==> config.mk <==
export PLATFORM = sky130hd
export DESIGN_NAME = screen_sequencer
export DESIGN_NICKNAME = d
export VERILOG_FILES = /design/src/rtl/pong_pkg.sv /design/src/rtl/edge_detect.sv /design/src/rtl/screen_sequencer.sv
export SDC_FILE = /design/constraint.sdc
export NUM_CORES = 1
export LEC_CHECK = 0
export BUFFER_PORTS_ARGS = -buffer_cell sky130_fd_sc_hd__buf_2
export CELL_PAD_IN_SITES_DETAIL_PLACEMENT = 1
export CELL_PAD_IN_SITES_GLOBAL_PLACEMENT = 1
export CORE_AREA = 2 2 58 60
export DETAILED_ROUTE_END_ITERATION = 12
export DIE_AREA = 0 0 60 62
export PLACE_DENSITY = 0.73
export SYNTH_ARGS = -nofsm -noshare
export SYNTH_HDL_FRONTEND = slang
export SYNTH_HIERARCHICAL = 1
export SYNTH_SLANG_ARGS = --single-unit
==> constraint.sdc <==
create_clock -name clk -period 1.7 [get_ports clk]
set_input_delay 0.34 -clock clk [delete_from_list [all_inputs] [get_ports clk]]
set_output_delay 0.34 -clock clk [all_outputs]
set_load 0.01 [all_outputs]
==> src/rtl/pong_pkg.sv <==
// Shared constants and types for the screen sequencer: screen codes,
// menu button geometry, FSM states and the button hit-test helper.
package pong_pkg;

    localparam logic [1:0] SCR_MENU    = 2'd0;
    localparam logic [1:0] SCR_GAME    = 2'd1;
    localparam logic [1:0] SCR_CREDITS = 2'd2;

    localparam logic [11:0] BTN_X_MIN   = 12'd362;
    localparam logic [11:0] BTN_X_MAX   = 12'd674;
    localparam logic [11:0] BTN_H       = 12'd100;
    localparam logic [11:0] START_Y_MIN = 12'd46;
    localparam logic [11:0] DIFF_Y_MIN  = 12'd238;
    localparam logic [11:0] COLOR_Y_MIN = 12'd430;
    localparam logic [11:0] CRED_Y_MIN  = 12'd622;

    localparam int NUM_COLORS  = 7;
    localparam int FADE_FRAMES = 2;

    typedef enum logic [1:0] {
        ST_MENU,
        ST_TRANS,
        ST_GAME,
        ST_CREDITS
    } state_t;

    typedef struct packed {
        logic start;
        logic diff;
        logic color;
        logic cred;
    } hit_t;

    // All rectangle edges are inclusive.
    function automatic logic in_rect(
        input logic [11:0] x,
        input logic [11:0] y,
        input logic [11:0] x_min,
        input logic [11:0] x_max,
        input logic [11:0] y_min,
        input logic [11:0] h
    );
        return (x >= x_min) && (x <= x_max) && (y >= y_min) && (y <= y_min + h);
    endfunction

endpackage

==> src/rtl/edge_detect.sv <==
// One-cycle rising-edge detector: registered copy of the level, edge output
// is level & ~delayed level.
module edge_detect (
    input  logic clk,
    input  logic rst,
    input  logic i_level,
    output logic o_rise
);

    logic r_level_d;

    always_ff @(posedge clk or posedge rst) begin
        if (rst) r_level_d <= 1'b0;
        else     r_level_d <= i_level;
    end

    assign o_rise = i_level & ~r_level_d;

endmodule

==> src/rtl/screen_sequencer.sv <==
// Top-level screen FSM: turns mouse/button levels into events, hit-tests menu
// buttons, owns difficulty/colour settings and runs the blanked transitions.
module screen_sequencer
    import pong_pkg::*;
#(
    parameter logic [11:0] P_BTN_X_MIN   = BTN_X_MIN,
    parameter logic [11:0] P_BTN_X_MAX   = BTN_X_MAX,
    parameter logic [11:0] P_BTN_H       = BTN_H,
    parameter logic [11:0] P_START_Y_MIN = START_Y_MIN,
    parameter logic [11:0] P_DIFF_Y_MIN  = DIFF_Y_MIN,
    parameter logic [11:0] P_COLOR_Y_MIN = COLOR_Y_MIN,
    parameter logic [11:0] P_CRED_Y_MIN  = CRED_Y_MIN,
    parameter int          P_NUM_COLORS  = NUM_COLORS,
    parameter int          P_FADE_FRAMES = FADE_FRAMES
) (
    input  logic        clk,
    input  logic        rst,
    input  logic        vsync_in,
    input  logic        mouse_left,
    input  logic [11:0] xpos,
    input  logic [11:0] ypos,
    input  logic        button,
    output logic [1:0]  screen,
    output logic        blank_out,
    output logic        difficulty,
    output logic [2:0]  color_state,
    output logic        switch_pulse
);

    localparam int              CNT_W      = (P_FADE_FRAMES > 1) ? $clog2(P_FADE_FRAMES) : 1;
    localparam logic [CNT_W-1:0] CNT_LAST  = CNT_W'(P_FADE_FRAMES - 1);
    localparam logic [2:0]      COLOR_LAST = 3'(P_NUM_COLORS - 1);

    // Edge detector lanes: 0 = mouse click, 1 = button press, 2 = vsync.
    logic [2:0] w_levels;
    logic [2:0] w_rises;
    logic       w_click, w_press, w_vs_edge;

    assign w_levels = {vsync_in, button, mouse_left};

    generate
        for (genvar gi = 0; gi < 3; gi++) begin : g_edge
            edge_detect u_edge (
                .clk     (clk),
                .rst     (rst),
                .i_level (w_levels[gi]),
                .o_rise  (w_rises[gi])
            );
        end
    endgenerate

    assign w_click   = w_rises[0];
    assign w_press   = w_rises[1];
    assign w_vs_edge = w_rises[2];

    hit_t w_hit_now;
    hit_t r_hit;

    always_comb begin
        w_hit_now       = '0;
        w_hit_now.start = in_rect(xpos, ypos, P_BTN_X_MIN, P_BTN_X_MAX, P_START_Y_MIN, P_BTN_H);
        w_hit_now.diff  = in_rect(xpos, ypos, P_BTN_X_MIN, P_BTN_X_MAX, P_DIFF_Y_MIN,  P_BTN_H);
        w_hit_now.color = in_rect(xpos, ypos, P_BTN_X_MIN, P_BTN_X_MAX, P_COLOR_Y_MIN, P_BTN_H);
        w_hit_now.cred  = in_rect(xpos, ypos, P_BTN_X_MIN, P_BTN_X_MAX, P_CRED_Y_MIN,  P_BTN_H);
    end

    state_t           r_state, w_state_next;
    state_t           r_target, w_target_next;
    logic [CNT_W-1:0] r_cnt, w_cnt_next;
    logic [1:0]       r_screen, w_screen_next;
    logic             r_blank, w_blank_next;
    logic             r_diff, w_diff_next;
    logic [2:0]       r_color, w_color_next;
    logic             r_pulse, w_pulse_next;

    always_ff @(posedge clk or posedge rst) begin
        if (rst) r_state <= ST_MENU;
        else     r_state <= w_state_next;
    end

    always_ff @(posedge clk or posedge rst) begin
        if (rst) begin
            r_hit    <= '0;
            r_target <= ST_MENU;
            r_cnt    <= '0;
            r_screen <= SCR_MENU;
            r_blank  <= 1'b0;
            r_diff   <= 1'b0;
            r_color  <= 3'd0;
            r_pulse  <= 1'b0;
        end else begin
            r_hit    <= w_click ? w_hit_now : hit_t'('0);
            r_target <= w_target_next;
            r_cnt    <= w_cnt_next;
            r_screen <= w_screen_next;
            r_blank  <= w_blank_next;
            r_diff   <= w_diff_next;
            r_color  <= w_color_next;
            r_pulse  <= w_pulse_next;
        end
    end

    always_comb begin
        w_state_next  = r_state;
        w_target_next = r_target;
        w_cnt_next    = r_cnt;
        w_screen_next = r_screen;
        w_blank_next  = r_blank;
        w_diff_next   = r_diff;
        w_color_next  = r_color;
        w_pulse_next  = 1'b0;
        unique case (r_state)
            ST_MENU: begin
                if (r_hit.start || r_hit.cred) begin
                    w_state_next  = ST_TRANS;
                    w_target_next = r_hit.start ? ST_GAME : ST_CREDITS;
                    w_cnt_next    = '0;
                    w_blank_next  = 1'b1;
                end else if (r_hit.diff) begin
                    w_diff_next = ~r_diff;
                end else if (r_hit.color) begin
                    w_color_next = (r_color == COLOR_LAST) ? 3'd0 : r_color + 3'd1;
                end
            end
            ST_GAME, ST_CREDITS: begin
                if (w_press) begin
                    w_state_next  = ST_TRANS;
                    w_target_next = ST_MENU;
                    w_cnt_next    = '0;
                    w_blank_next  = 1'b1;
                end
            end
            ST_TRANS: begin
                // The entry cycle runs in the source state, so its vsync edge is never counted.
                if (w_vs_edge) begin
                    if (r_cnt == CNT_LAST) begin
                        w_state_next  = r_target;
                        w_blank_next  = 1'b0;
                        w_pulse_next  = 1'b1;
                        w_screen_next = (r_target == ST_GAME)    ? SCR_GAME :
                                        (r_target == ST_CREDITS) ? SCR_CREDITS : SCR_MENU;
                    end else begin
                        w_cnt_next = r_cnt + 1'b1;
                    end
                end
            end
            default: w_state_next = ST_MENU;
        endcase
    end

    assign screen       = r_screen;
    assign blank_out    = r_blank;
    assign difficulty   = r_diff;
    assign color_state  = r_color;
    assign switch_pulse = r_pulse;

endmodule

== Yosys cells after proc, flatten, opt, wreduce, memory -nomap -nowiden ==
Cells that the tools add are included.

* Add/sub/neg operators: 2
* Bitwise operators: 9
* Muxes and demuxes: 26
* Eq/ne operators: 10
* Reductions and logical operators: 19
* Magnitude comparators: 10

{| class="wikitable"
|+ Operators with widths
! cell !! count
|-
| 12-bit by 10-bit <= comparator with 1-bit output (second input constant) || 3
|-
| 12-bit by 9-bit greater-or-equal comparator with 1-bit output (second input constant) || 2
|-
| 2-bit two-way mux || 8
|-
| 12-bit by 10-bit greater-or-equal comparator with 1-bit output (second input constant) || 1
|-
| 12-bit by 6-bit greater-or-equal comparator with 1-bit output (second input constant) || 1
|-
| 12-bit by 8-bit greater-or-equal comparator with 1-bit output (second input constant) || 1
|-
| 12-bit by 8-bit <= comparator with 1-bit output (second input constant) || 1
|-
| 12-bit by 9-bit <= comparator with 1-bit output (second input constant) || 1
|-
| 1-bit two-way mux || 12
|-
| 3-bit AND reduction || 4
|-
| 1-bit logical AND || 9
|-
| 2-bit == test (second input constant) || 4
|-
| 4-bit AND reduction || 2
|-
| 1-bit inverter || 6
|-
| 1-bit case mux with 3 select lines || 2
|-
| 2-bit case mux with 3 select lines || 1
|-
| 4-bit two-way mux || 1
|-
| 2-bit by 1-bit inequality test with 1-bit output (second input constant) || 2
|-
| 2-bit inequality test (second input constant) || 2
|-
| 2-bit case mux with 2 select lines || 1
|-
| 3-bit by 1-bit adder with 3-bit output (second input constant) || 1
|-
| 1-bit bitwise AND || 3
|-
| 3-bit == test (second input constant) || 1
|-
| 3-bit two-way mux || 1
|-
| other kinds (6) || 6
|}

* Register bits after elaboration: 20
* Output and inout bits: 8

== Logic depth before layout (Yosys ltp) ==
* Word-level depth: 5
* Depth in mapped cells: 5

== By module ==
Netlist, hierarchy kept.

{| class="wikitable"
|+ By module, submodules not included
! module !! cells an instance !! times used !! seq. area each (um^2) !! area each (um^2)
|-
| screen_sequencer || 102 || 1 || 425.4 || 954.7
|-
| edge_detect || 3 || 3 || 25.0 || 42.5
|}

== Worst setup path after synthesis ==
OpenSTA, ideal clock, no wires.

* Path kind: input -> register
* From: in xpos[7]
* To: reg r_hit[2] (netlist name)
* Buffers on the path: 0
* Setup time: 111 ps
* Path slack: 327 ps
* Stages on the path: 4
* Required time: 1,589 ps
* Arrival: 1,261 ps
* Cells stage by stage: nand4b_1 > o41ai_2 > o22ai_1 > a2111oi_2

* Longest elaborated chain between the ends: 5
* Elaborated cells between the ends (all ways): 6
* Those cells by class: order compare (2); mux (1); reduce/logical (3)

{| class="wikitable"
|+ Ends and longest elaborated chain
! element !! line !! text
|-
| start: declaration || screen_sequencer.sv:20 || <nowiki>input logic [11:0] xpos,</nowiki>
|-
| 12-bit by 9-bit greater-or-equal comparator with 1-bit output / 12-bit by 10-bit <= comparator with 1-bit output (equally long branches) || pong_pkg.sv:43 || <nowiki>return (x >= x_min) && (x <= x_max) && (y >= y_min) && (y <= y_min + h);</nowiki>
|-
| 1-bit logical AND (*) (3 in series) || pong_pkg.sv:43 ||
|-
| 4-bit two-way mux (*) || screen_sequencer.sv:92 || <nowiki>r_hit <= w_click ? w_hit_now : hit_t'('0);</nowiki>
|-
| end signal: assignment || screen_sequencer.sv:92 ||
|-
| end: declaration || screen_sequencer.sv:57 || <nowiki>hit_t r_hit;</nowiki>
|}

Mark *: on every way between the ends. The rest lies on a longest branch, timed or not.
A chain may end at the register's enable or synchronous reset.

== Worst setup path after layout ==
* From: reg r_state[0]
* To: reg r_color[0] (netlist: color_state[0])

* Longest elaborated chain between the ends: 2

{| class="wikitable"
|+ Ends and longest elaborated chain
! element !! line !! text
|-
| start: declaration || screen_sequencer.sv:67 || <nowiki>state_t r_state, w_state_next;</nowiki>
|-
| start signal: assignment || screen_sequencer.sv:78 || <nowiki>else r_state <= w_state_next;</nowiki>
|-
| 2-bit logical NOT || screen_sequencer.sv:112 || <nowiki>unique case (r_state)</nowiki>
|-
| 4-bit AND reduction (no source line) || - ||
|-
| end signal: assignment || screen_sequencer.sv:98 || <nowiki>r_color <= w_color_next;</nowiki>
|-
| end: declaration || screen_sequencer.sv:73 || <nowiki>logic [2:0] r_color, w_color_next;</nowiki>
|}

Every way passes these cells.

==> flow_summary.yaml <==
outcome:
  outcome: "finished clean"
synthesis:
  synth_edf_count: 0
  syn_avg_cell_area_sq_um: 9.75
  syn-num-nets: 140
  synthesis.area_sq_mm: 0.00108
  synth_top_area_share_pct: 46.2
  yosys.area.top_type: "dfrtp_1"
  synthArstFlopShare_pct: 100
  yosysMostFrequentCell: "dfrtp_1"
  synthTopCellsByArea: "dfrtp_1 46%, a211oi_1 4.2%, nand4b_1 4.0%, nor2b_4 3.8%, inv_1 3.5%"
  synth_flop_cell: "dfrtp_1"
  yosys-top-cells-count: "20 x dfrtp_1, 10 x inv_1, 10 x nand2_1"
  yosysWarnings: 6
  seq_area_frac_synth_pct: 46.2
  synth_cells: 111
  ys_ff_latch: 20
  synth_cell_types: 39
setup_path:
  critPathTopFamily: "simple AND/OR/NAND/NOR gates"
  crit_required_ps: 1950
  reg2reg_from: "r_state[0]"
  critPathLaunchType: "flip-flop"
  arrival_ps: 1760
  cp_cell_sequence: "nor4_2 -> nand3b_1 -> a211oi_1 -> a21o_1"
  rr_endpoint: "color_state[0]"
  reg2reg_depth: 4
  setup.worst_path.end_class: "flip-flop"
  cp_slowest_cell: "dfrtp_1"
  crit_path_max_fanout: 6
  path_buf_inv: 0
  crit_type: "reg -> reg"
  reg2reg_slack_ps: 190
  slowest_delay_ps: 450
grt:
  grt_pass1_wl_microns: 4190
  grtUsageTotal_pct: 15.0
  grt_pass1_vias: 1003
  grt_max_degree: 18
  grt_overflow: 0
  antenna_found_initial: 0
sta:
  fin_skew_ps: 4.80
  hold_violations: 0
  rsz0062_at_grt: "false"
  fin_crit_sh_pct: 88.9
  relSlewSlack_pct: 57.3
  slew_viol_final: 0
  finalSetupViolCount: 0
  min_period_ps: 1510
  fmax_mhz: 662
  worstMarginPinSlew_ps: 640
  layout_setup_ws_ps: 188
  setup_tns_ps: 0
place:
  place_area_sq_mm: 0.00132
  place_ws_ps: 116
  place_hpwl_microns: 2070
  port-buffer-count: 36
  gp_congestion: 0.760
cts:
  ctsHtreeMaxLevel: 1
  ctsResizeCount: 0
  cts_sinks: 20
  root_buffer: "clkbuf_4"
  path_clk_slew_ps: 100
  cts_buffers: 3
  cts_tree: "built"
  clock_path_buffers: 2
  insertion_delay_ps: 300
detailed_routing:
  detail-route-antenna-nets: 0
  drtPass1Iterations: 4
  drt-wirelength-per-cell_microns: 12.7
  routed_wl_microns: 2490
  drtIter0Drc: 19
  vias: 1012
  drc: 0
  viasPerCell: 5.16
layout:
  drive_above_1_share_pct: 30.0
  nNetsFinal: 181
  n_antenna_cell: 0
  syn2layout_area_growth_pct: 24.6
  fin_area_sq_mm: 0.00135
die:
  core_sq_mm: 0.00318
  fp-row-count: 21
  dieArea_sq_mm: 0.00372
  io_pins: 37
  die_x_microns: 60
  start_util_pct: 34.0
  die_h_microns: 62
worst_hold_path:
  hold_path_class: "in -> reg"
  hold_depth: 1
  hold-path-endpoint: "g_edge[0].u_edge/r_level_d"
  min_from: "mouse_left"
power_and_ir_drop:
  vdd_ir_drop_max_mv: 0.179
  power_leakage_nw: 0.622
  p_per_area_mw_per_mm2: 759
run:
  drv_cap: 0
-- worst register-to-register path: stages, from the launching register on --
cell and delay (ps):
dfrtp_1 450, nor4_2 440, nand3b_1 210, a211oi_1 240, a21o_1 110
-- sequential cells by signal (all words and copies together) (netlist names) --
register / flops
r_hit: 4
color_state: 3
r_cnt: 1
switch_pulse: 1
r_target: 2
screen: 2
g_edge.u_edge/r_level_d: 3
difficulty: 1
blank_out: 1
r_state: 2
-- cell type report --
| cell class | count | area [sq um] |
|---|---|---|
| Fill cell | 384 | 1830 |
| Timing Repair Buffer | 37 | 190 |
| Inverter | 10 | 37.5 |
| Tap cell | 46 | 57.6 |
| Clock buffer | 3 | 22.5 |
| Sequential cell | 20 | 500 |
| Multi-Input combinational cell | 80 | 541 |
-- power by group --
| part | total (mW) | internal (mW) | leakage (nW) | switching [mW] |
|---|---|---|---|---|
| combinational | 0.232 | 0.109 | 0.349 | 0.123 |
| clock | 0.220 | 0.0828 | 0.0138 | 0.138 |
| sequential | 0.572 | 0.527 | 0.260 | 0.0452 |
-- metrics by stage --
stage | hold WS (ps) | util, % | std cells | power, mW
detailed placement | 204 | 41.4 | 192 | 0.814
global route | 138 | 42.4 | 196 | 1.09
floorplan | 68.7 | - | 111 | 0.710
CTS | 141 | 42.4 | 196 | 1.04
global placement | 201 | 41.4 | 192 | 0.799
finish | 151 | 42.4 | 196 | 1.02
-- worst max path at each step --
stage | startpoint | end | slack [ps] | depth (start not counted)
2_1_floorplan | xpos[7] | r_hit[2] | 330 | 4
3_3_place_gp | xpos[7] | r_hit[2] | 140 | 5
3_5_place_dp | xpos[7] | r_hit[2] | 120 | 5
4_1_cts | r_state[0] | color_state[0] | 160 | 4
5_1_grt | r_state[0] | color_state[0] | 30 | 4
6_report | r_state[0] | color_state[0] | 190 | 4
-- kinds of logic (layout without fill, tap and decap cells) --
family / Yosys count / after routing / synth area share, %
AOI/OAI and AO/OA: 34 / 34 / 22.3
xor gates and xnor gates: 1 / 1 / 0.809
buffers and inverters: 11 / 50 / 3.82
DFF: 20 / 20 / 46.2
and+or+nand+nor: 45 / 45 / 26.8
-- routing by layer --
layer	GRT usage, %	wire length (microns)
met1	18.3	1040
met2	26.1	1290
met3	1.86	95
met4	7.62	61
met5	0	0
-- layout by cell type, fill, tap and decap left out, drive strengths merged, types with 4 or more instances in the layout --
cell / n
inv: 10
a211oi: 6
o21ai: 7
dfrtp: 20
a21oi: 6
nor3: 5
nand2: 10
nor2: 5
nor2b: 4
nand4b: 5
buf: 36
-- timing repair --
| item | CTS | global route |
|---|---|---|
| hold endpoints to repair | 3 | 0 |
| buffers inserted | 0 | 0 |
| hold buffers | 1 | 0 |
(Power assumes the default switching activity.)
